## config.mk

```make
export PLATFORM = sky130hd
export DESIGN_NAME = vec_ctrl_sequencer
export DESIGN_NICKNAME = d
export VERILOG_FILES = /design/src/rtl/vec_ctrl_sequencer.sv
export SDC_FILE = /design/constraint.sdc
export NUM_CORES = 1
export LEC_CHECK = 0
export ABC_AREA = 1
export CORE_UTILIZATION = 45
export DETAILED_ROUTE_END_ITERATION = 7
export MAX_ROUTING_LAYER = met4
export PLACE_DENSITY = 0.8
export SYNTH_ARGS = -nofsm -noshare
export SYNTH_HDL_FRONTEND = slang
export SYNTH_SLANG_ARGS = --single-unit
```

## constraint.sdc

```tcl
create_clock -name i_clk -period 1.71 [get_ports i_clk]
set_input_delay 0.2565 -clock i_clk [delete_from_list [all_inputs] [get_ports i_clk]]
set_output_delay 0.2565 -clock i_clk [all_outputs]
set_load 0.03 [all_outputs]
```

## src/rtl/vec_ctrl_sequencer.sv

```systemverilog
// rtl/vec_ctrl_sequencer.sv - multi-cycle control sequencer for the vector alpha-composition ASIP
// Decodes {op,inst} at accept and sequences EXEC (one cycle) or MEM (NUM_BEATS handshaked beats).
module vec_ctrl_sequencer #(
  parameter int   NUM_BEATS = 4,
  localparam int  BEAT_W    = ($clog2(NUM_BEATS) > 1) ? $clog2(NUM_BEATS) : 1
) (
  input  logic              i_clk,
  input  logic              i_rst,
  input  logic              i_instr_valid,
  output logic              o_instr_ready,
  input  logic [1:0]        i_op,
  input  logic [1:0]        i_inst,
  input  logic              i_flagV,
  input  logic              i_mem_ready,
  output logic              o_wmem,
  output logic              o_rmem,
  output logic              o_wreg,
  output logic [1:0]        o_jmpF,
  output logic              o_jmpSel,
  output logic              o_CondEn,
  output logic              o_VF,
  output logic [BEAT_W-1:0] o_beat_idx,
  output logic              o_busy,
  output logic              o_done
);

  typedef enum logic [1:0] {S_IDLE, S_EXEC, S_MEM} state_t;

  localparam logic [BEAT_W-1:0] LAST_BEAT = BEAT_W'(NUM_BEATS - 1);

  state_t            r_state;
  logic              r_wmem;
  logic              r_rmem;
  logic              r_wreg;
  logic [1:0]        r_jmpf;
  logic              r_cond;
  logic              r_vf;
  logic              r_done;
  logic [BEAT_W-1:0] r_beat;

  logic w_store;
  logic w_load;
  logic w_cond;
  logic w_jmp_any;
  logic w_jeq;
  logic w_last_beat;
  logic w_beat_fire;

  assign w_store     = (i_op == 2'b01) && (i_inst == 2'b00);
  assign w_load      = (i_op == 2'b11) && (i_inst == 2'b01);
  assign w_cond      = (i_op == 2'b01) && (i_inst != 2'b00);
  assign w_jmp_any   = (i_op == 2'b00) && !i_inst[1];
  assign w_jeq       = (i_op == 2'b00) && (i_inst == 2'b01);
  assign w_last_beat = (r_beat == LAST_BEAT);
  assign w_beat_fire = (r_state == S_MEM) && i_mem_ready;

  always_ff @(posedge i_clk or posedge i_rst) begin
    if (i_rst) begin
      r_state <= S_IDLE;
      r_wmem  <= 1'b0;
      r_rmem  <= 1'b0;
      r_wreg  <= 1'b0;
      r_jmpf  <= 2'b00;
      r_cond  <= 1'b0;
      r_vf    <= 1'b0;
      r_done  <= 1'b0;
      r_beat  <= '0;
    end else begin
      case (r_state)
        S_IDLE: begin
          if (i_instr_valid) begin
            r_vf <= i_flagV;
            if (w_store || w_load) begin
              r_state <= S_MEM;
              r_wmem  <= w_store;
              r_rmem  <= w_load;
              r_wreg  <= w_load;
            end else begin
              // Conditional ops are predicated by the flag captured here, not the live one
              r_state <= S_EXEC;
              r_wreg  <= i_op[1] | (w_cond & i_flagV);
              r_jmpf  <= {w_jeq, w_jmp_any};
              r_cond  <= w_cond;
              r_done  <= 1'b1;
            end
          end
        end
        S_EXEC: begin
          r_state <= S_IDLE;
          r_wreg  <= 1'b0;
          r_jmpf  <= 2'b00;
          r_cond  <= 1'b0;
          r_vf    <= 1'b0;
          r_done  <= 1'b0;
        end
        S_MEM: begin
          if (i_mem_ready) begin
            if (w_last_beat) begin
              r_state <= S_IDLE;
              r_wmem  <= 1'b0;
              r_rmem  <= 1'b0;
              r_wreg  <= 1'b0;
              r_vf    <= 1'b0;
              r_beat  <= '0;
            end else begin
              r_beat <= r_beat + BEAT_W'(1);
            end
          end
        end
        default: r_state <= S_IDLE;
      endcase
    end
  end

  // The final beat retires in the same cycle memory accepts it
  assign o_done        = r_done | (w_beat_fire & w_last_beat);
  assign o_instr_ready = (r_state == S_IDLE);
  assign o_busy        = (r_state != S_IDLE);
  assign o_wmem        = r_wmem;
  assign o_rmem        = r_rmem;
  assign o_wreg        = r_wreg;
  assign o_jmpF        = r_jmpf;
  assign o_jmpSel      = r_jmpf[1] | r_jmpf[0];
  assign o_CondEn      = r_cond;
  assign o_VF          = r_vf;
  assign o_beat_idx    = r_beat;

endmodule

```

; Word-level counts from Yosys, hierarchy flattened
; Cells that the tools add are included.
[word_totals]
output_inout_bits = 13
ramBits = 0
mem_bits_ro = 0
memories = 0
elab_cells = 75
reg_bits = 12
input_bits = 9
latch_bits = 0
[classes]
n_addsub = 1
n_eq_ne = 11
bitwise_logic = 5
order_cmp = 0
muxes = 28
n_mul = 0
div_mod_pow = 0
n_reduce_logical = 21
n_shift = 0
[op_table]
columns = operator, n
row1 = $mux 2, 7
row2 = $mux 1, 13
row3 = $ne 2x2->1 const B, 4
row4 = $pmux 1 s2, 4
row5 = $pmux 2 s2, 2
row6 = $reduce_bool 2->1, 4
row7 = $eq 2x1->1 const B, 3
row8 = $eq 2x2->1 const B, 3
row9 = $logic_and 1x1->1, 6
row10 = $logic_not 2->1, 3
row11 = $pmux 1 s3, 2
row12 = $reduce_and 3->1, 2
row13 = $reduce_and 5->1, 1
row14 = $reduce_and 4->1, 1
row15 = $or 1x1->1, 3
row16 = $reduce_bool 3->1, 1
row17 = $add 2x1->2 const B, 1
row18 = $and 1x1->1, 2
row19 = $ne 2x1->1 const B, 1
row20 = $reduce_and 2->1, 1
row21 = $logic_not 1->1, 1
row22 = $logic_or 1x1->1, 1

; Longest topological paths before layout
[logic_depth]
depth_word = 7
mapped_depth = 8
ltp_nobuf = 8

; Worst setup path after synthesis
; No wires, ideal clock.
[synth_path]
path_type = flip-flop to output port
start = register r_state[0]
end = output o_done
path_stages_with_launch = 5
arrival_ns = 1.264
required_time_ns = 1.454
setup_slack_ns = 0.190
cell_sequence = dfrtp_1 > inv_1 > ha_1 > nand2_1 > o21bai_1
[synth_between]
elab_chain_len = 4
[synth_lines]
columns = element, line_no
row1 = start: declaration, 31  ; state_t r_state;
row2 = start signal: assignment, 59  ; r_state <= S_IDLE;
row3 = start signal: assignment, 74  ; r_state <= S_MEM;
row4 = start signal: assignment, 80  ; r_state <= S_EXEC;
row5 = $eq 2x2->1, 55  ; assign w_beat_fire = (r_state == S_MEM) && i_mem_ready;
row6 = $logic_and 1x1->1, 55
row7 = $and 1x1->1, 116  ; assign o_done = r_done | (w_beat_fire & w_last_beat);
row8 = $or 1x1->1, 116
row9 = end: declaration, 24  ; output logic o_done
; No other way between the ends.

; Final worst setup path
; Same ends and word-level chain as after synthesis.

==> metrics list <==
- The run finished, with violations left.
- Failing checks: DRC
- GRT Resource Usage Total: 17.3%
- Proportion of power drawn by the clock network: about a tenth
- Post-synthesis mux area share: 1.55%
- Once detailed placement completed, the half-perimeter wirelength came to 1090 um.
* Clock transition time at the flip-flop clock pins of the worst setup and hold paths: 70 ps
- Max VDD drop: 0.000739 V
- Remaining design rule violation count: 1
* Number of buffers and inverters on the critical path: 2
- In the synthesized netlist, the number of instances is 89.
* Number of antenna-violating nets in the routed design: 0
- From synthesis to final layout, the design area changed by 34.9%.
* Worst setup slack after layout: 65.1 ps
* Distinct cells, synth: 22
* Clk_lat worst skew: 260 ps
- Global-route track usage on met3: 4.74%
- In this run, placement finished with an instance count of 126.
- Crit path largest cell delay: 390 ps
* Compound-cell area share of the yosys netlist: ~7.0%
* Synthesized area per cell: 8.18 sq um
- Slew at the pin closest to its max-slew limit: roughly 450 ps
- Measured along the y axis, the die boundary spans 42.2 um.
* Nets@finish: 130
- Max Cap Violations: 0
- Number of ports placed on the die boundary: 22
- The synthesized netlist devotes a little over a third of its cell area to simple gates.
- Cells fill 65.2% of the core in the end.
- STA puts the critical path data arrival time at 1390 ps.
- For this configuration, the core starts out at a cell density of 48.3%.
- Part of the power in registers: 27.8%
- Diode insertion count for antenna repair: 0
* Synth Cell Area: 728 sq um
- 1st-iter DRT viols: 8
* Worst slew slack as a fraction of its limit: 69.8%
- Flops & latches, synth: 12
* Iteration count of the initial detailed-routing pass: 6
- Buffers inserted during clock tree synthesis total 3.
- The region available for standard cell placement spans approximately 0.0015 sq mm.
* Setup CP Type: flop to output pin
- Family of cells with the greatest summed delay on the critical path: flip-flops
- Net switching is 46.4% of the power.
- Count of buffers inserted at the top-level ports: 21
- Max Root-Sink Buffers: 2
- Total power after layout: 1.61 mW
- Clock tree synthesis selected as its root buffer the cell sky130_fd_sc_hd__clkbuf_4.
- The critical path goes through inv_1, ha_2, nand2_1, o21bai_1, buf_4.
- Initial antenna violation count: 0
- Syn. warnings: 0
- After clock tree synthesis, the flow added hold-fix buffers numbering 0.
- TritonCTS built the clock tree.
- For this design the ratio of total power to cell area is 1640 mW/mm^2.
* Post-detailed-routing wire length: 1350 um
* Total nets after synthesis: 103
* Total net switching power: 0.748 mW
- Slowest cell on the critical path: sky130_fd_sc_hd__dfrtp_1
- After layout, the worst path uses 96.2% of the clock period.
- The first global-routing pass estimated around 2300 um of wire.
- RSZ-0062 raised after global routing: yes
- Combinational family with the most area after synthesis: simple AND/OR/NAND/NOR gates
- Total gr overflow: 0
- Number of pins with negative max-slew slack in the final report: 0
- STA classifies the critical path startpoint as a flop.
- CTS built an H-tree with a depth of 1.
* Die Footprint: between 0.0015 and 0.002 sq mm
- # rows: 14
* Wire length per cell: 10.4 um
- Dividing the detail-routed via count by the number of cells gives 5.12.
* Leakage power summed over all cells: approximately 0.5 nW
- Met2 capacity usage during global routing: between 20% and 30%
- Total vias in the final route: 665
- Internal power comes to 0.865 mW.
- Derived from the worst setup path, the maximum achievable clock frequency is 0.608 GHz.
- Sum of negative setup slack: 0 ps
- Xor and xnor area share after synthesis: 0%
- Final count of hold timing violations: 0
- Ratio of cells with drive above 1 in the final layout: 19.3%
- Sequential elements use 41.2% of the synthesized area.
* X dimension of the die: 42.2 um
- Non-Filler Instances: 130
* Crit end category: output pin
- The tightest min-delay check is of the input pin to asynchronous set/reset pin type.
* Global-route layer with the greatest usage: met2
- Setup Slack @ Placement: around 200 ps
* Setup Viol. Count Final: 0
- In this run, the combinational gates consume 61.9% of the power.
- At the worst endpoint, the required time is about 1500 ps.
* Gp weighted congestion: around 0.78
- After Yosys synthesis, full adders, half adders and majority gates account for 8.59% of the synthesized area.
- The clock drives 12 sinks.
- Worst Clk Skew: 1.29 ps
* Vias in the first global route: 559
* Maximum number of pins on one net before global-route repair: 13
- Final period demand of the worst path: between 1500 and 2000 ps
* Top fanout value on the critical path: 5
- Global routing consumed, on the met1 layer, 22.7% of the routing resources.
## state kept, by name, summed over array words and instances, names as in the netlist
signal	flops
o_CondEn	1
o_VF	1
o_wreg	1
r_state	2
r_done	1
o_wmem	1
o_beat_idx	2
o_jmpF	2
o_rmem	1
## worst paths after layout
kind,from,end,slack [ps],cells after the start
max,r_state[0],o_done,70,5
min,i_rst,o_beat_idx[0],300,2
max reg2reg,r_state[1],o_jmpF[1],270,7
min reg2reg,r_done,r_done,470,2
max in group asynchronous,i_rst,o_jmpF[1],1100,2
min in group i_clk,r_done,r_done,470,2
## final cells by class
| class | instances | area, sq um |
|---|---|---|
| multi-input combinational | 65 | 385 |
| sequential | 12 | 300 |
| timing repair buffer | 22 | 209 |
| fill | 146 | 524 |
| clock buffer | 3 | 22.5 |
| tap | 16 | 20.0 |
| inverter | 12 | 45.0 |
## cells by family after synthesis
family / Yosys count
multiplexers: 1
buffers and inverters: 12
AO/OA/AOI/OAI: 9
adder cells (fa/ha/maj): 5
flip-flops: 12
AND/OR/NAND/NOR: 50
## per-stage QoR
step,hold slack [ps],instance area [sq um]
floorplan,121,728
global placement,455,951
detailed placement,462,951
CTS,315,975
global route,353,982
finish,298,982
## per-layer routing
| metal | part of all wire (%) | vias up |
|---|---|---|
| li1 | - | 340 |
| met4 | 1.2 | 0 |
| met3 | 5.9 | 2 |
| met2 | 48 | 23 |
| met1 | 45 | 300 |
| met5 | 0 | - |
## placed cells by master (no fill, tap or decap), types with 2 or more instances in the layout
cell type                         instances
sky130_fd_sc_hd__nand2_4                  3
sky130_fd_sc_hd__o21ai_0                  4
sky130_fd_sc_hd__buf_4                    4
sky130_fd_sc_hd__clkdlybuf4s50_1         17
sky130_fd_sc_hd__dfrtp_1                 12
sky130_fd_sc_hd__nor3_1                   3
sky130_fd_sc_hd__inv_2                    2
sky130_fd_sc_hd__or2_2                    2
sky130_fd_sc_hd__nor2_1                   3
sky130_fd_sc_hd__nand4_1                  3
sky130_fd_sc_hd__nand2_2                  3
sky130_fd_sc_hd__nand2_1                 23
sky130_fd_sc_hd__clkbuf_4                 3
sky130_fd_sc_hd__a21oi_1                  2
sky130_fd_sc_hd__inv_1                   10
sky130_fd_sc_hd__nand3_1                  6
sky130_fd_sc_hd__ha_1                     4
## power by group through the flow
| stage | sequential, mW | clock, mW | combinational (mW) |
|---|---|---|---|
| 3_3_place_gp | 0.456 | 0 | 0.971 |
| 2_1_floorplan | 0.602 | 0 | 0.516 |
| 5_1_grt | 0.465 | 0.184 | 1.09 |
| 4_1_cts | 0.458 | 0.172 | 0.982 |
| 3_5_place_dp | 0.461 | 0 | 0.984 |
| 6_report | 0.449 | 0.166 | 0.998 |
## cell usage after synthesis
library cell	number	area share, %
sky130_fd_sc_hd__nand2_1	23	12
sky130_fd_sc_hd__nand2_2	3	2.6
sky130_fd_sc_hd__nand2_4	3	4.6
sky130_fd_sc_hd__nand3b_1	1	1.0
sky130_fd_sc_hd__nor3b_1	1	1.0
sky130_fd_sc_hd__inv_2	2	1.0
sky130_fd_sc_hd__o21bai_1	1	1.0
sky130_fd_sc_hd__o21ai_0	4	2.7
sky130_fd_sc_hd__dfrtp_1	12	41
sky130_fd_sc_hd__mux2_2	1	1.5
sky130_fd_sc_hd__nand3_1	6	4.1
sky130_fd_sc_hd__nor2_1	3	1.5
sky130_fd_sc_hd__o21ai_1	1	0.69
sky130_fd_sc_hd__o21a_2	1	1.2
sky130_fd_sc_hd__nor3_1	3	2.1
sky130_fd_sc_hd__ha_1	5	8.6
sky130_fd_sc_hd__inv_1	10	5.2
sky130_fd_sc_hd__nor2_2	1	0.86
sky130_fd_sc_hd__a21oi_1	2	1.4
sky130_fd_sc_hd__or2_2	2	1.7
sky130_fd_sc_hd__nand4_1	3	2.6
sky130_fd_sc_hd__nand3_2	1	1.4
## what timing repair did
item	in CTS	in global routing
setup endpoints to repair	2	2
gates resized for setup	2	0
setup buffers	0	1
## worst register-to-register path, cell delays in order, from the launching register on
cell and delay [ps]:
sky130_fd_sc_hd__dfrtp_1 420, sky130_fd_sc_hd__inv_1 80, sky130_fd_sc_hd__ha_1 300, sky130_fd_sc_hd__nand2_2 150, sky130_fd_sc_hd__o21a_2 200, sky130_fd_sc_hd__nand2_4 70
sky130_fd_sc_hd__nand2_1 60, sky130_fd_sc_hd__nand2_1 50
Power figures use the tool's default switching activity.
